`config.mk`:
```
export PLATFORM = sky130hd
export DESIGN_NAME = video_core_csr
export DESIGN_NICKNAME = d
export VERILOG_FILES = /design/src/rtl/video_csr_pkg.sv /design/src/rtl/video_core_csr.sv
export SDC_FILE = /design/constraint.sdc
export NUM_CORES = 1
export LEC_CHECK = 0
export CAP_MARGIN = 30
export CORE_ASPECT_RATIO = 1.75
export CORE_MARGIN = 5
export CORE_UTILIZATION = 49
export DETAILED_ROUTE_END_ITERATION = 10
export PLACE_DENSITY = 0.78
export SLEW_MARGIN = 20
export SYNTH_ARGS = -nofsm -noshare
export SYNTH_HDL_FRONTEND = slang
export SYNTH_SLANG_ARGS = --single-unit
export TNS_END_PERCENT = 100
```
`constraint.sdc`:
```
create_clock -name sys_clk -period 1.7 [get_ports sys_clk]
set_input_delay 0.17 -clock sys_clk [delete_from_list [all_inputs] [get_ports sys_clk]]
set_output_delay 0.17 -clock sys_clk [all_outputs]
set_load 0.1 [all_outputs]
```
`src/rtl/video_csr_pkg.sv`:
```
// Shared definitions for the video core CSR block: register map, CTRL bit
// positions and the shadow-to-active commit state machine encoding.
package video_csr_pkg;

  localparam int unsigned CSR_CTRL   = 0;
  localparam int unsigned CSR_PARAM  = 1;
  localparam int unsigned CSR_STATUS = 2;
  localparam int unsigned CSR_ID     = 3;

  localparam int unsigned CTRL_BYPASS_BIT  = 0;
  localparam int unsigned CTRL_IMM_BIT     = 1;
  localparam int unsigned CTRL_PENDING_BIT = 2;

  localparam int unsigned STATUS_IRQ_BIT = 31;

  typedef enum logic {
    IDLE    = 1'b0,
    PENDING = 1'b1
  } csr_state_t;

endpackage

```
`src/rtl/video_core_csr.sv`:
```
// Avalon-MM register block with frame-synchronous shadow->active commit.
// Optional sticky commit interrupt enabled by defining VIDEO_CORE_CSR_IRQ_EN.
module video_core_csr
  import video_csr_pkg::*;
#(
  parameter int          ADDR_W    = 2,
  parameter logic [31:0] CORE_ID   = 32'h5644_0001,
  parameter logic [31:0] PARAM_RST = 32'h0
) (
  input  logic              sys_clk,
  input  logic              sys_rst,
  input  logic [ADDR_W-1:0] avs_address,
  input  logic              avs_write,
  input  logic [31:0]       avs_writedata,
  input  logic              avs_read,
  output logic [31:0]       avs_readdata,
  output logic              avs_readdatavalid,
  input  logic              frame_start,
  output logic              ctrl_bypass,
  output logic [31:0]       ctrl_param,
  output logic              commit_pulse
`ifdef VIDEO_CORE_CSR_IRQ_EN
  ,
  output logic              irq
`endif
);

  csr_state_t  state_reg;
  logic        shadow_bypass_reg;
  logic        shadow_imm_reg;
  logic [31:0] shadow_param_reg;
  logic        active_bypass_reg;
  logic [31:0] active_param_reg;
  logic        commit_pulse_reg;
  logic        armed_reg;
  logic [15:0] frame_cnt_reg;
  logic [7:0]  commit_cnt_reg;
  logic [31:0] readdata_reg;
  logic        readdatavalid_reg;
  logic        irq_bit;

  logic        wr_ctrl;
  logic        wr_param;
  logic        wr_status;
  logic        wr_cfg;
  logic        commit;
  logic [31:0] read_mux;

  assign wr_ctrl   = avs_write && (avs_address == ADDR_W'(CSR_CTRL));
  assign wr_param  = avs_write && (avs_address == ADDR_W'(CSR_PARAM));
  assign wr_status = avs_write && (avs_address == ADDR_W'(CSR_STATUS));
  assign wr_cfg    = wr_ctrl || wr_param;

  // armed_reg marks that PENDING was already held on the previous cycle, so an
  // immediate commit lands on the cycle after PENDING is entered.
  assign commit = (state_reg == PENDING) &&
                  (shadow_imm_reg ? armed_reg : frame_start);

`ifdef VIDEO_CORE_CSR_IRQ_EN
  logic irq_reg;

  always_ff @(posedge sys_clk) begin
    if (sys_rst) begin
      irq_reg <= 1'b0;
    end else if (commit_pulse_reg) begin
      irq_reg <= 1'b1;
    end else if (wr_status && avs_writedata[STATUS_IRQ_BIT]) begin
      irq_reg <= 1'b0;
    end
  end

  assign irq     = irq_reg;
  assign irq_bit = irq_reg;
`else
  assign irq_bit = 1'b0;
`endif

  always_comb begin
    read_mux = 32'h0;
    case (avs_address)
      ADDR_W'(CSR_CTRL): begin
        read_mux[CTRL_BYPASS_BIT]  = shadow_bypass_reg;
        read_mux[CTRL_IMM_BIT]     = shadow_imm_reg;
        read_mux[CTRL_PENDING_BIT] = (state_reg == PENDING);
      end
      ADDR_W'(CSR_PARAM):  read_mux = shadow_param_reg;
      ADDR_W'(CSR_STATUS): read_mux = {irq_bit, 7'h0, commit_cnt_reg, frame_cnt_reg};
      ADDR_W'(CSR_ID):     read_mux = CORE_ID;
      default:             read_mux = 32'h0;
    endcase
  end

  always_ff @(posedge sys_clk) begin
    if (sys_rst) begin
      state_reg         <= IDLE;
      shadow_bypass_reg <= 1'b0;
      shadow_imm_reg    <= 1'b0;
      shadow_param_reg  <= PARAM_RST;
      active_bypass_reg <= 1'b0;
      active_param_reg  <= PARAM_RST;
      commit_pulse_reg  <= 1'b0;
      armed_reg         <= 1'b0;
      frame_cnt_reg     <= 16'h0;
      commit_cnt_reg    <= 8'h0;
      readdata_reg      <= 32'h0;
      readdatavalid_reg <= 1'b0;
    end else begin
      if (wr_ctrl) begin
        shadow_bypass_reg <= avs_writedata[CTRL_BYPASS_BIT];
        shadow_imm_reg    <= avs_writedata[CTRL_IMM_BIT];
      end
      if (wr_param) begin
        shadow_param_reg <= avs_writedata;
      end

      armed_reg        <= (state_reg == PENDING);
      commit_pulse_reg <= commit;

      // Active copies the pre-write shadow; a write on the commit cycle keeps
      // the FSM in PENDING so the new value goes out at the next commit.
      if (commit) begin
        active_bypass_reg <= shadow_bypass_reg;
        active_param_reg  <= shadow_param_reg;
      end

      case (state_reg)
        IDLE:    if (wr_cfg) state_reg <= PENDING;
        PENDING: if (commit && !wr_cfg) state_reg <= IDLE;
        default: state_reg <= IDLE;
      endcase

      if (wr_status) begin
        frame_cnt_reg <= 16'h0;
      end else if (frame_start) begin
        frame_cnt_reg <= frame_cnt_reg + 16'h1;
      end

      if (wr_status) begin
        commit_cnt_reg <= 8'h0;
      end else if (commit) begin
        commit_cnt_reg <= commit_cnt_reg + 8'h1;
      end

      readdatavalid_reg <= avs_read;
      if (avs_read) begin
        readdata_reg <= read_mux;
      end
    end
  end

  assign avs_readdata      = readdata_reg;
  assign avs_readdatavalid = readdatavalid_reg;
  assign ctrl_bypass       = active_bypass_reg;
  assign ctrl_param        = active_param_reg;
  assign commit_pulse      = commit_pulse_reg;

endmodule

```
# Yosys cells after proc, flatten, opt, wreduce, memory -nomap -nowiden
# Index checks and enable logic that the tools add are counted.
# classes
div	0
n_reduce_logical	9
n_eq_ne	3
shift	0
n_lt_le_gt_ge	0
mux	6
bitwise_logic	1
n_mul	0
n_addsub	2
# op_table
cell	n
29-bit case mux with 3 select lines	1
16-bit by 1-bit adder with 16-bit output (second input constant)	1
3-bit case mux with 4 select lines	1
8-bit by 1-bit adder with 8-bit output (second input constant)	1
1-bit logical AND	5
2-bit == test (second input constant)	2
1-bit two-way mux	3
2-bit by 1-bit == test with 1-bit output (second input constant)	1
2-bit zero test	1
1-bit case mux with 2 select lines	1
2-bit OR reduction	1
1-bit zero test	1
1-bit logical OR	1
1-bit inverter	1
# totals
n_memories	0
in_bits	39
ramBits	0
elab_cells	33
latch_bits	0
regBits	127
out_inout_bits	67
mem_bits_ro	0

# Depth between registers and ports, before layout
# Gate-level depths: netlist (run 1).
# depth
ltp_word	7
mapped_depth	7
depth_no_buf	5

# Worst setup path after synthesis (run 1)
# OpenSTA, ideal clock, no wires.
# synth_path
path_kind	register to register
start	register shadow_imm_reg
end	register active_param_reg[28], in the netlist ctrl_param[28]
path_slack_ps	284
t_required_ps	1568
setup_ps	132
path_stages_with_launch	7
t_arrival_ps	1283
synth_period_minus_slack_ps	1416
n_path_buf	2
cell_sequence	dfxtp_1 mux2_2 and2_1 buf_2 buf_4 nand2_1 a21oi_1
# synth_via
elab_chain_len	2
# synth_lines
element	line	text
from (decl)	video_core_csr.sv:30	logic shadow_imm_reg;
from (signal assigned)	video_core_csr.sv:110	shadow_imm_reg <= avs_writedata[CTRL_IMM_BIT];
1-bit two-way mux	video_core_csr.sv:57	(shadow_imm_reg ? armed_reg : frame_start);
1-bit logical AND	video_core_csr.sv:56	assign commit = (state_reg == PENDING) &&
to (signal assigned)	video_core_csr.sv:123	active_param_reg <= shadow_param_reg;
to (decl)	video_core_csr.sv:33	logic [31:0] active_param_reg;
# Every way passes these cells.
# A chain may end at the register's enable or synchronous reset.

# Final worst setup path (run 1)
# layout_path
start	register frame_cnt_reg[0]
end	register frame_cnt_reg[10]
# layout_via
elab_chain_len	1
# layout_lines
element	line	text
from (decl)	video_core_csr.sv:36	logic [15:0] frame_cnt_reg;
from (signal assigned)	video_core_csr.sv:135	frame_cnt_reg <= frame_cnt_reg + 16'h1;
16-bit by 1-bit adder with 16-bit output	video_core_csr.sv:135	
# Every way passes these cells.

==> impl_metrics.toml, run 1 <==
[sta]
period_share = 0.919
finalCriticalPeriod_ps = 1560
setup_violations = 0
fin_worst_skew_ps = 6.99
rsz0062_at_grt = "false"
hold_viol = 0
max_freq_mhz = 640
slew_viol_final = 0
tightest_slew_ps = 709
worst_slack_ps = 137
relSlewSlack = 0.527

[clocking]
hold_buffers = 0
cts.clk_slew.worst_paths_ps = 50
clockBufferDepth = 2
postCtsSetupRepairBufs = 0
cts_tree = "yes"
root_buffer = "clkbuf_16"
cts_resized = 0
numCtsBuffers = 17
cts_num_sinks = 127
cts_max_level = 4
clock_latency_ps = 410

[cells_and_area]
diodes = 0
final_common_cell = "nand2_1"
nets = 738
layoutNonFillerInstCount = 835
fill_cells = 781
seqCellArea_um2 = 2540
mostFrequentLayoutCells = "153 x nand2_1, 127 x dfxtp_1, 84 x a21oi_1"
area_growth_pct = 36.6
finish.utilization = 0.677
multi_input_area_um2 = 2090
layout-drive-gt1-share = 0.177

[die]
dieWidth_um = 85.2
die_y_um = 142
pin_count = 106
start_util = 0.495
fp.dieArea_um2 = 12100
core_region_area_um2 = 9790
rows = 48

[power]
power_frac_clock = 0.460
pwr_density_cell_nw_per_um2 = 1100
switchingPower_uw = 1890
power_frac_seq = 0.428
p_leak_uw = 0.00254
p_int_uw = 5410
combPwrFrac = 0.113
switching_share = 0.259
ir_worst_vdd_v = 0.000864

[global_routing]
grt_max_degree = 73
antenna_found_initial = 0
grt_overflow_total = 0
grt_pass1_wl_um = 22000
grt_pass1_vias = 4571
grtUsageTotal = 0.232

[synth]
synth_seq_cells = 127
synth.top_cell.area_share = 0.524
synth_area_um2 = 4850
synth_edf_count = 0
syn_inst = 592
yosysWarningCount = 0
yosys_most_used_dff = "dfxtp_1"
avgSynthCellArea_um2 = 8.19
synthTopCellsByArea = "dfxtp_1 52%, nand2_1 12%, a21oi_1 8.7%"
synthesis.nets = 633
synthDistinctLibCells = 37
ys_seq_area_frac = 0.524
synth_top_area_cell = "dfxtp_1"
synthArstFlopShare = 0

[detailed_routing]
ant_nets = 0
wirelength_um = 14100
wl_per_cell_um = 16.9
viasPerCell = 5.59
drt_first_pass_iters = 6
vias = 4667
drtIter0Drc = 297
route.detailed.drc = 0

[worst_setup_path]
critical_path.cell_chain = "ha_1 > nand2_1 > nor4_1 > xnor2_1 > nor2_1"
critical-path-top-delay-family = "simple AND/OR/NAND/NOR gates"
critical_path_arrival_ps = 1860
cp.depth = 5
path_class = "reg2reg"
endpoint_kind = "register"
worstSetupStartpointType = "register"
crit_path_max_fanout = 5
critPathMaxStageDelay_ps = 440
crit_buf_inv = 0
required_ps = 2000
cpMaxStageDelayCell = "dfxtp_1"
reg2reg_depth = 5

[placement]
dp.cells = 803
place_ws_ps = -54.2
hpwlAfterDp_um = 9850
portBuffers = 105
globalplace.congestion = 0.878

[worst_hold_path]
holdPathStages = 4
hp-class = "in2reg"

[job]
drv_cap = 0

[status]
outcome = "completed"
worst paths after layout:
| check | from | slack (ps) | end |
|---|---|---|---|
| worst max-delay path | frame_cnt_reg[0]$_SDFFE_PP0P_ | 140 | frame_cnt_reg[10]$_SDFFE_PP0P_ |
| worst min register to register | ctrl_param[9]$_SDFFE_PP0P_ | 450 | ctrl_param[9]$_SDFFE_PP0P_ |
| worst min-delay path | sys_rst | 180 | commit_cnt_reg[4]$_SDFFE_PP0P_ |
| worst max register to register | frame_cnt_reg[0]$_SDFFE_PP0P_ | 140 | frame_cnt_reg[10]$_SDFFE_PP0P_ |
tightest hold or removal path: stages:
cell and delay, ps:
buf_4 110, a21oi_1 120, nand2_1 100, o21ai_1 50
per-stage QoR:
| step | setup TNS (ps) | total power [µW] | hold WS [ps] | cell area, µm² |
|---|---|---|---|---|
| 6_report | 0 | 7310 | 183 | 6620 |
| 5_1_grt | 0 | 7540 | 252 | 6620 |
| 4_1_cts | 0 | 7340 | 174 | 6620 |
| 3_5_place_dp | -979 | 4000 | 448 | 6070 |
| 3_3_place_gp | -372 | 3990 | 447 | 6070 |
| 2_1_floorplan | 0 | 3690 | 306 | 4850 |
routing by layer:
metal,routed length [µm],part of all wire,track usage,vias to the layer above
met1,4960,0.35,0.240,2201
met2,7560,0.54,0.417,213
met5,0,0,0,-
met4,624,0.044,0.129,0
li1,-,-,-,2208
met3,986,0.070,0.0581,45
cell usage after synthesis, types with 2 or more instances:
master	number
clkbuf_1	21
and3_1	3
mux2_2	2
a211oi_1	2
and2_1	3
nor2b_1	5
a21oi_1	84
ha_1	2
xor2_1	9
buf_2	12
nor3_1	25
mux2i_1	7
nor2_1	53
nand2b_1	2
o211ai_1	5
or4_1	2
buf_1	7
nand4_1	7
nand2_1	153
nor4_1	2
inv_1	5
dfxtp_1	127
xnor2_1	7
nand3_1	13
buf_4	4
a221oi_1	19
area by class of cell:
cell class | count | area share
sequential | 127 | 0.384
clock inverter | 9 | 0.0130
timing repair buffer | 131 | 0.191
multi-input combinational | 415 | 0.315
clock buffer | 23 | 0.0706
tap | 125 | 0.0236
inverter | 5 | 0.00283
cell families (layout without fill, tap and decap cells):
kind of cell / Yosys count / after routing / synth area share
adder cells (fa/ha/maj): 2 / 2 / 0.00516
flip-flops: 127 / 127 / 0.524
buffers and inverters: 50 / 168 / 0.0452
XOR/XNOR: 16 / 16 / 0.0289
multiplexers: 9 / 9 / 0.0191
AND/OR/NAND/NOR: 273 / 273 / 0.238
AO/OA/AOI/OAI: 115 / 115 / 0.139
power by group through the flow:
| stage | clock, µW | sequential, µW | combinational (µW) |
|---|---|---|---|
| after floorplan | 0 | 3440 | 255 |
| after global routing | 3540 | 3130 | 870 |
| after CTS | 3390 | 3120 | 825 |
| after global placement | 0 | 3180 | 807 |
| final | 3360 | 3120 | 824 |
| after detailed placement | 0 | 3190 | 820 |
Power figures use the tool's default switching activity.
==> run 2, diff against run 1 <==
CTS_BUF_LIST = sky130_fd_sc_hd__clkbuf_2   (was default)
==> run 2 against run 1 <==
  * Largest power group is now registers
  * Hold slack worse by 140 ps
  * Core utilization is 2.1 points lower
  * Highest routed layer unchanged
  * Register-to-register slack got worse by 70 ps
==> impl_metrics.toml, run 2 (synthesized netlist as in run 1, its figures left out) <==
[status]
outcome = "completed"

[cells_and_area]
mostFrequentLayoutCells = "153 x nand2_1, 127 x dfxtp_1, 84 x a21oi_1"
layout-drive-gt1-share = 0.177
finish.utilization = 0.656
nets = 753
area_growth_pct = 32.4
final_common_cell = "nand2_1"

[worst_setup_path]
critical_path_arrival_ps = 2220
endpoint_kind = "register"
path_class = "reg2reg"
worstSetupStartpointType = "register"
crit_path_max_fanout = 5
required_ps = 2290

[die]
pin_count = 106
die_y_um = 142
fp.dieArea_um2 = 12100
rows = 48
start_util = 0.495
dieWidth_um = 85.2
core_region_area_um2 = 9790

[detailed_routing]
vias = 4678
ant_nets = 0
wl_per_cell_um = 16.2
viasPerCell = 5.50
drtIter0Drc = 281
drt_first_pass_iters = 5
route.detailed.drc = 0
wirelength_um = 13800

[global_routing]
grt_overflow_total = 0
grtUsageTotal = 0.228
grt_pass1_vias = 4433
grt_pass1_wl_um = 21600
antenna_found_initial = 1
grt_max_degree = 73

[sta]
slew_viol_final = 0
finalCriticalPeriod_ps = 1630
rsz0062_at_grt = "false"
hold_viol = 0
tightest_slew_ps = 731
max_freq_mhz = 612
setup_violations = 0
fin_worst_skew_ps = 24.6
period_share = 0.962
relSlewSlack = 0.513

[power]
ir_worst_vdd_v = 0.000532
pwr_density_cell_nw_per_um2 = 870
p_leak_uw = 0.00246
power_uw = 5590

[clocking]
numCtsBuffers = 17
cts_resized = 0
cts_max_level = 4
clockBufferDepth = 2
hold_buffers = 13
cts_num_sinks = 127
cts.clk_slew.worst_paths_ps = 170
cts_tree = "yes"
clock_latency_ps = 680
postCtsSetupRepairBufs = 0
root_buffer = "clkbuf_2"

[worst_hold_path]
hp-class = "in2reg"

[job]
drv_cap = 0

[placement]
portBuffers = 105
hpwlAfterDp_um = 9850
globalplace.congestion = 0.878
run 2: cell types whose count changed in the layout (fill, tap and decap cells not counted), sizes merged:
cell / before / now
dlygate4sd3: 0 / 15
clkbuf: 23 / 21
diode: 0 / 1
clkinv: 6 / 8
run 2: path summary, 6_finish.rpt:
check	startpoint	endpoint	slack, ps	cells past startpoint
setup / recovery	frame_cnt_reg[0]$_SDFFE_PP0P_	frame_cnt_reg[10]$_SDFFE_PP0P_	70	5
hold / removal	avs_writedata[4]	shadow_param_reg[4]$_SDFFE_PP0P_	50	3
setup reg to reg	frame_cnt_reg[0]$_SDFFE_PP0P_	frame_cnt_reg[10]$_SDFFE_PP0P_	70	5
hold reg to reg	ctrl_param[24]$_SDFFE_PP0P_	ctrl_param[24]$_SDFFE_PP0P_	470	2
run 2: final cells by class:
class,count,area (µm²)
Fill cell,826,3370
Sequential cell,127,2540
Multi-Input combinational cell,415,2090
Timing Repair Buffer,146,1410
Tap cell,125,156
Clock buffer,21,105
Clock inverter,11,93.8
Inverter,5,18.8
Antenna cell,1,2.50
run 2: critical path, cell delays in order (launching register included):
cell	delay, ps
dfxtp_1	490
ha_1	240
nand2_1	150
nor4_1	420
xnor2_1	190
nor2_1	60
run 2: per-layer routing:
layer | track usage | share of wire | routed length, µm
met4 | 0.116 | 0.051 | 699
met2 | 0.414 | 0.53 | 7360
met1 | 0.237 | 0.35 | 4900
met3 | 0.0610 | 0.063 | 867
met5 | 0 | 0 | 0
run 2: stage by stage:
stage / area [µm²] / setup slack [ps] / instances / setup TNS (ps) / hold WS (ps)
6_report: 6420 / 65.4 / 851 / 0 / 45.7
4_1_cts: 6400 / 85.8 / 848 / 0 / 1.00
3_5_place_dp: 6070 / -54.2 / 803 / -979 / 448
2_1_floorplan: 4850 / 284 / 592 / 0 / 306
5_1_grt: 6420 / 6.64 / 851 / 0 / 5.62
3_3_place_gp: 6070 / -27.6 / 803 / -372 / 447
run 2: where the power goes:
group / total [µW] / switching, µW / internal [µW]
clock network: 1610 / 1080 / 538
logic: 846 / 547 / 299
registers: 3130 / 70.8 / 3050
==> run 3, diff against run 2 <==
TNS_END_PERCENT = 5   (was 100)
==> results of run 3 <==
No change in the layout: final DEF, timing and power equal those of run 2.
